===== config.mk =====
export PLATFORM = sky130hd
export DESIGN_NAME = sti_deserializer_flat
export DESIGN_NICKNAME = d
export VERILOG_FILES = /design/src/rtl/sti_deserializer_if.sv /design/src/rtl/sti_deserializer.sv /design/src/flat_wrapper.sv
export SDC_FILE = /design/constraint.sdc
export NUM_CORES = 1
export LEC_CHECK = 0
export CELL_PAD_IN_SITES_DETAIL_PLACEMENT = 1
export CELL_PAD_IN_SITES_GLOBAL_PLACEMENT = 1
export CORE_MARGIN = 2
export CORE_UTILIZATION = 46
export DETAILED_ROUTE_END_ITERATION = 16
export PLACE_DENSITY_LB_ADDON = 0.1
export SLEW_MARGIN = 40
export SYNTH_ARGS = -nofsm -noshare
export SYNTH_HDL_FRONTEND = slang
export SYNTH_SLANG_ARGS = --single-unit
export TNS_END_PERCENT = 10

===== constraint.sdc =====
create_clock -name clk -period 2.4 [get_ports clk]
set_input_delay 0.72 -clock clk [delete_from_list [all_inputs] [get_ports clk]]
set_output_delay 0.72 -clock clk [all_outputs]
set_load 0.01 [all_outputs]

===== src/rtl/sti_deserializer_if.sv =====
// STI receive-side bundle: serial input, frame controls and the valid/ready output.
interface sti_deserializer_if;
  logic        si_data;
  logic        si_valid;
  logic [1:0]  si_length;
  logic        si_fill;
  logic        si_msb;
  logic        si_low;
  logic        si_end;
  logic [15:0] po_data;
  logic        po_valid;
  logic        po_ready;
  logic        po_pad_err;
  logic        po_frame_err;
  logic        po_overflow;
  logic        po_done;

  // Serial source / downstream consumer side.
  modport master (
    output si_data, si_valid, si_length, si_fill, si_msb, si_low, si_end, po_ready,
    input  po_data, po_valid, po_pad_err, po_frame_err, po_overflow, po_done
  );

  // Deserializer side.
  modport slave (
    input  si_data, si_valid, si_length, si_fill, si_msb, si_low, si_end, po_ready,
    output po_data, po_valid, po_pad_err, po_frame_err, po_overflow, po_done
  );
endinterface


===== src/rtl/sti_deserializer.sv =====
// STI serial-to-parallel receiver: rebuilds 16-bit words from 8/16/24/32-bit frames
// and hands them downstream through a one-deep valid/ready register.
module sti_deserializer (
  input logic               clk,
  input logic               reset,
  sti_deserializer_if.slave sti
);

  localparam logic [1:0] IDLE = 2'd0;
  localparam logic [1:0] RECV = 2'd1;
  localparam logic [1:0] END  = 2'd2;

  logic [1:0]  state_q, state_d;
  logic [5:0]  count_q, count_d;
  logic [31:0] frame_q, frame_d;
  logic [1:0]  len_q, len_d;
  logic        fill_q, fill_d;
  logic        msb_q, msb_d;
  logic        low_q, low_d;
  logic        cmpl_q, cmpl_d;
  logic        frame_err_q, frame_err_d;

  logic [15:0] po_data_q;
  logic        po_valid_q;
  logic        pad_err_q;
  logic        overflow_q;
  logic        done_q;

  logic [5:0]  width;
  logic [15:0] word;
  logic        pad;

  // Frame width in bits from the captured length code.
  always_comb begin
    case (len_q)
      2'd0:    width = 6'd8;
      2'd1:    width = 6'd16;
      2'd2:    width = 6'd24;
      default: width = 6'd32;
    endcase
  end

  // Receive FSM; frames are assembled so that frame_q[W-1:0] equals F when complete.
  always_comb begin
    state_d     = state_q;
    count_d     = count_q;
    frame_d     = frame_q;
    len_d       = len_q;
    fill_d      = fill_q;
    msb_d       = msb_q;
    low_d       = low_q;
    cmpl_d      = 1'b0;
    frame_err_d = 1'b0;
    case (state_q)
      IDLE: begin
        if (sti.si_valid) begin
          len_d   = sti.si_length;
          fill_d  = sti.si_fill;
          msb_d   = sti.si_msb;
          low_d   = sti.si_low;
          // First bit lands in bit 0 for either bit order.
          frame_d = {31'b0, sti.si_data};
          count_d = 6'd1;
          state_d = RECV;
        end else if (sti.si_end) begin
          state_d = END;
        end
      end
      RECV: begin
        if (sti.si_valid) begin
          if (msb_q) begin
            frame_d = {frame_q[30:0], sti.si_data};
          end else begin
            frame_d[count_q[4:0]] = sti.si_data;
          end
          if (count_q + 6'd1 == width) begin
            cmpl_d  = 1'b1;
            count_d = 6'd0;
            state_d = IDLE;
          end else begin
            count_d = count_q + 6'd1;
          end
        end else begin
          frame_err_d = 1'b1;
          count_d     = 6'd0;
          state_d     = IDLE;
        end
      end
      END: begin
        state_d = END;
      end
      default: state_d = IDLE;
    endcase
  end

  // Word and pad extraction from the completed frame (cfg still held for it).
  always_comb begin
    word = frame_q[15:0];
    pad  = 1'b0;
    case (len_q)
      2'd0: word = low_q ? {frame_q[7:0], 8'h00} : {8'h00, frame_q[7:0]};
      2'd1: word = frame_q[15:0];
      2'd2: begin
        word = fill_q ? frame_q[23:8] : frame_q[15:0];
        pad  = fill_q ? |frame_q[7:0] : |frame_q[23:16];
      end
      default: begin
        word = fill_q ? frame_q[31:16] : frame_q[15:0];
        pad  = fill_q ? |frame_q[15:0] : |frame_q[31:16];
      end
    endcase
  end

  // Receive-side state registers.
  always_ff @(posedge clk) begin
    if (reset) begin
      state_q     <= IDLE;
      count_q     <= 6'd0;
      frame_q     <= 32'd0;
      len_q       <= 2'd0;
      fill_q      <= 1'b0;
      msb_q       <= 1'b0;
      low_q       <= 1'b0;
      cmpl_q      <= 1'b0;
      frame_err_q <= 1'b0;
    end else begin
      state_q     <= state_d;
      count_q     <= count_d;
      frame_q     <= frame_d;
      len_q       <= len_d;
      fill_q      <= fill_d;
      msb_q       <= msb_d;
      low_q       <= low_d;
      cmpl_q      <= cmpl_d;
      frame_err_q <= frame_err_d;
    end
  end

  // Output register: load on completion if free or draining, else drop and flag overflow.
  always_ff @(posedge clk) begin
    if (reset) begin
      po_data_q  <= 16'h0000;
      po_valid_q <= 1'b0;
      pad_err_q  <= 1'b0;
      overflow_q <= 1'b0;
      done_q     <= 1'b0;
    end else begin
      if (cmpl_q) begin
        if (!po_valid_q || sti.po_ready) begin
          po_data_q  <= word;
          pad_err_q  <= pad;
          po_valid_q <= 1'b1;
        end else begin
          overflow_q <= 1'b1;
        end
      end else if (po_valid_q && sti.po_ready) begin
        po_valid_q <= 1'b0;
      end
      if (state_q == END && !po_valid_q) begin
        done_q <= 1'b1;
      end
    end
  end

  assign sti.po_data      = po_data_q;
  assign sti.po_valid     = po_valid_q;
  assign sti.po_pad_err   = pad_err_q;
  assign sti.po_frame_err = frame_err_q;
  assign sti.po_overflow  = overflow_q;
  assign sti.po_done      = done_q;

endmodule


===== src/flat_wrapper.sv =====
// flat-port wrapper written by rule: the top's interface ports become plain ports
module sti_deserializer_flat 
  (clk, reset, sti_si_data, sti_si_valid, sti_si_length, sti_si_fill, sti_si_msb, sti_si_low, sti_si_end, sti_po_ready, sti_po_data, sti_po_valid, sti_po_pad_err, sti_po_frame_err, sti_po_overflow, sti_po_done);
  sti_deserializer_if sti_i ();
  input logic clk;
  input logic reset;
  input wire logic [$bits(sti_i.si_data)-1:0] sti_si_data;
  input wire logic [$bits(sti_i.si_valid)-1:0] sti_si_valid;
  input wire logic [$bits(sti_i.si_length)-1:0] sti_si_length;
  input wire logic [$bits(sti_i.si_fill)-1:0] sti_si_fill;
  input wire logic [$bits(sti_i.si_msb)-1:0] sti_si_msb;
  input wire logic [$bits(sti_i.si_low)-1:0] sti_si_low;
  input wire logic [$bits(sti_i.si_end)-1:0] sti_si_end;
  input wire logic [$bits(sti_i.po_ready)-1:0] sti_po_ready;
  output wire logic [$bits(sti_i.po_data)-1:0] sti_po_data;
  output wire logic [$bits(sti_i.po_valid)-1:0] sti_po_valid;
  output wire logic [$bits(sti_i.po_pad_err)-1:0] sti_po_pad_err;
  output wire logic [$bits(sti_i.po_frame_err)-1:0] sti_po_frame_err;
  output wire logic [$bits(sti_i.po_overflow)-1:0] sti_po_overflow;
  output wire logic [$bits(sti_i.po_done)-1:0] sti_po_done;
  assign sti_i.si_data = sti_si_data;
  assign sti_i.si_valid = sti_si_valid;
  assign sti_i.si_length = sti_si_length;
  assign sti_i.si_fill = sti_si_fill;
  assign sti_i.si_msb = sti_si_msb;
  assign sti_i.si_low = sti_si_low;
  assign sti_i.si_end = sti_si_end;
  assign sti_i.po_ready = sti_po_ready;
  assign sti_po_data = sti_i.po_data;
  assign sti_po_valid = sti_i.po_valid;
  assign sti_po_pad_err = sti_i.po_pad_err;
  assign sti_po_frame_err = sti_i.po_frame_err;
  assign sti_po_overflow = sti_i.po_overflow;
  assign sti_po_done = sti_i.po_done;
  sti_deserializer u_core (.clk(clk), .reset(reset), .sti(sti_i));
endmodule

==> impl_metrics.json <==
{
  "outcome": "finished clean",
  "regToRegSetupSlack_ps": 240,
  "start_kind": "register",
  "dieArea_um2": 9490,
  "syn_nets": 561,
  "synth_flop_cell": "dfxtp_1",
  "drive_gt1_frac": 0.0979,
  "fin_crit_sh": 0.900,
  "htree_levels": 3,
  "grt_antenna_before_repair": 0,
  "insertion_delay_ps": 360,
  "path_clk_slew_ps": 70,
  "crit_arrival_ps": 2440,
  "cp.required_ps": 2680,
  "fin_skew_ps": 7.61,
  "max-cap-violations": 0,
  "globalplace.congestion": 0.858,
  "cp_top_family": "simple AND/OR/NAND/NOR gates",
  "critPathCaptureType": "register",
  "critical_path.max_fanout": 13,
  "ctsResizeCount": 0,
  "maxSlewViolCount": 0,
  "rsz0062_at_grt": "no",
  "min_period_ps": 2160,
  "yosysWarnings": 0,
  "avgSynthCellArea_um2": 7.42,
  "fin_nets": 578,
  "grt_pass1_vias": 4282,
  "dp_hpwl_um": 9290,
  "start_util": 0.467,
  "synth-seq-cells": 67,
  "cts_tree": "done",
  "ctsHoldBuffers": 0,
  "pin_count": 32,
  "slowest_stage": "dfxtp_1",
  "worstPathCellList": "inv_1, nor3_4, a32oi_1, or4_1, a21oi_1",
  "critical_path_class": "reg2reg",
  "diodes": 0,
  "cts_made_buffers": 9,
  "cp_num_buf_inv": 1,
  "multiInputGateArea_um2": 2400,
  "fill_cells": 1113,
  "fin_util": 0.533,
  "r2r_start": "u_core.count_q[3]$_SDFFE_PP0P_",
  "syn-instance-count": 541,
  "die_w_um": 97.4,
  "grt.total_usage": 0.285,
  "relSlewSlack": 0.520,
  "area_growth_syn_to_layout_pct": 14.1,
  "drt_iter0_markers": 273,
  "async_reset_ff_frac": 0,
  "seq_area_um2": 1340,
  "via_per_inst": 6.35,
  "drc": 0,
  "ir_drop_mv": 0.270,
  "worstHoldPathCells": 2,
  "min_to": "u_core.sti.po_data[15]$_SDFFE_PP0P_",
  "ys_types": 53,
  "die_y_um": 97.4,
  "post-cts-setup-buffers": 0,
  "first_pass_iters": 4,
  "drt-total-wl_um": 13300,
  "cts_sinks": 67,
  "cpPeakStageDelay_ps": 630,
  "hp-start": "u_core.sti.po_data[15]$_SDFFE_PP0P_",
  "cts_root_buf": "clkbuf_8",
  "final_cell_mix": "99 x nand2_1, 82 x a21oi_1, 67 x dfxtp_1, 48 x o21ai_0, 30 x clkdlybuf4s50_1",
  "hold_viol": 0,
  "grt_pass1_wl_um": 21900,
  "min_path_type": "reg2reg",
  "timing.rr.end": "u_core.frame_q[9]$_SDFFE_PP0P_",
  "p_leak_nw": 1.50,
  "syn-cell-area_um2": 4010,
  "wl_per_cell_um": 19.8,
  "io_buffer_count": 31,
  "synth-edff-count": 0,
  "postRouteAntennaNets": 0,
  "grt-ovfl-total": 0,
  "finalSetupViolCount": 0,
  "coreArea_um2": 8590,
  "vias": 4254,
  "num_rows": 34,
  "worst-slew-pin-transition_ps": 720,
  "grt_max_degree": 50,
  "cts_max_path_buffers": 2,
  "tns_ps": 0,
  "final_common_cell": "nand2_1",
  "power_density_nw_per_um2": 491,
  "reg2reg_depth": 5,
  "yosysSeqAreaShare": 0.334,
  "fmax_mhz": 463
}
-- per-stage QoR --
| step | setup WS, ps | hold slack (ps) | power, mW | cells | area (um^2) |
|---|---|---|---|---|---|
| 6_report | 240 | 454 | 2.25 | 670 | 4580 |
| 3_5_place_dp | 23.5 | 444 | 1.43 | 655 | 4420 |
| 2_1_floorplan | 646 | 462 | 1.33 | 541 | 4010 |
| 3_3_place_gp | 69.1 | 441 | 1.42 | 655 | 4420 |
| 5_1_grt | 107 | 489 | 2.33 | 670 | 4580 |
| 4_1_cts | 308 | 454 | 2.25 | 670 | 4580 |
-- per-layer routing --
| metal | vias to the layer above | wire [um] | global-route usage |
|---|---|---|---|
| met4 | 0 | 485 | 0.131 |
| met3 | 32 | 647 | 0.0381 |
| met5 | - | 0 | 0 |
| met1 | 2080 | 5850 | 0.370 |
| li1 | 1989 | - | - |
| met2 | 153 | 6310 | 0.471 |
-- flip-flops by register name (all words and copies together) (netlist names) --
register	flops
u_core.sti.po_valid	1
u_core.sti.po_frame_err	1
u_core.state_q	2
u_core.cmpl_q	1
u_core.frame_q	32
u_core.low_q	1
u_core.sti.po_overflow	1
u_core.fill_q	1
u_core.count_q	6
u_core.msb_q	1
u_core.sti.po_done	1
u_core.sti.po_pad_err	1
u_core.len_q	2
u_core.sti.po_data	16
-- cells in the mapped netlist, types with 3 or more instances --
master,n,area [um^2]
a31oi_1,3,18.8
buf_2,5,25.0
nand3_1,4,20.0
buf_6,5,56.3
a22o_1,8,70.1
buf_4,3,22.5
a21bo_2,7,70.1
a32o_1,4,40.0
ha_1,9,113
dfxtp_1,67,1340
or4_1,9,67.6
a21oi_1,82,410
o21ai_0,48,240
nor4_1,8,50.1
o21ai_1,6,30.0
nor3_1,14,70.1
and2_1,5,31.3
nand2_1,99,372
a221oi_1,16,140
nand2b_1,12,75.1
a32oi_1,15,131
inv_1,8,30.0
nor2b_1,3,18.8
nor2_1,29,109
clkbuf_1,34,128
-- area by class of cell --
class | instances | share of cell area
clock buffers | 12 | 0.0317
clock inverters | 3 | 0.00328
inverters | 8 | 0.00656
multi-input cells | 417 | 0.525
flip-flops and latches | 67 | 0.293
well taps | 108 | 0.0295
repair buffers | 55 | 0.111
-- worst max path at each step --
stage / startpoint / end / slack, ps / cells past startpoint
after floorplan: sti_si_data / u_core.frame_q[17]$_SDFFE_PP0P_ / 650 / 5
after global placement: sti_si_data / u_core.frame_q[6]$_SDFFE_PP0P_ / 70 / 6
after detailed placement: sti_si_data / u_core.frame_q[9]$_SDFFE_PP0P_ / 20 / 6
after CTS: u_core.count_q[3]$_SDFFE_PP0P_ / u_core.frame_q[9]$_SDFFE_PP0P_ / 310 / 5
after global routing: u_core.count_q[3]$_SDFFE_PP0P_ / u_core.frame_q[9]$_SDFFE_PP0P_ / 110 / 5
final: u_core.count_q[3]$_SDFFE_PP0P_ / u_core.frame_q[9]$_SDFFE_PP0P_ / 240 / 5
-- power by group --
group,switching (mW),internal (mW)
sequential,0.0220,1.12
combinational,0.169,0.0951
clock,0.446,0.393
-- cell families (layout without fill, tap and decap cells) --
family                     Yosys count  in the layout  synth area share
buffers and inverters               57             78            0.0670
adders and majority gates            9              9            0.0281
muxes                                4              4            0.0106
AOI/OAI and AO/OA                  203            203             0.315
DFF                                 67             67             0.334
xor gates and xnor gates             3              3           0.00998
and+or+nand+nor                    198            198             0.236
-- worst reg2reg max path: cells and delay by family, from the launching register on --
kind	cells	cell delay, ps
and+or+nand+nor	2	900
DFF	1	630
AOI/OAI and AO/OA	2	320
buffers and inverters	1	240
Note: power is estimated with default switching activity, not from simulation.
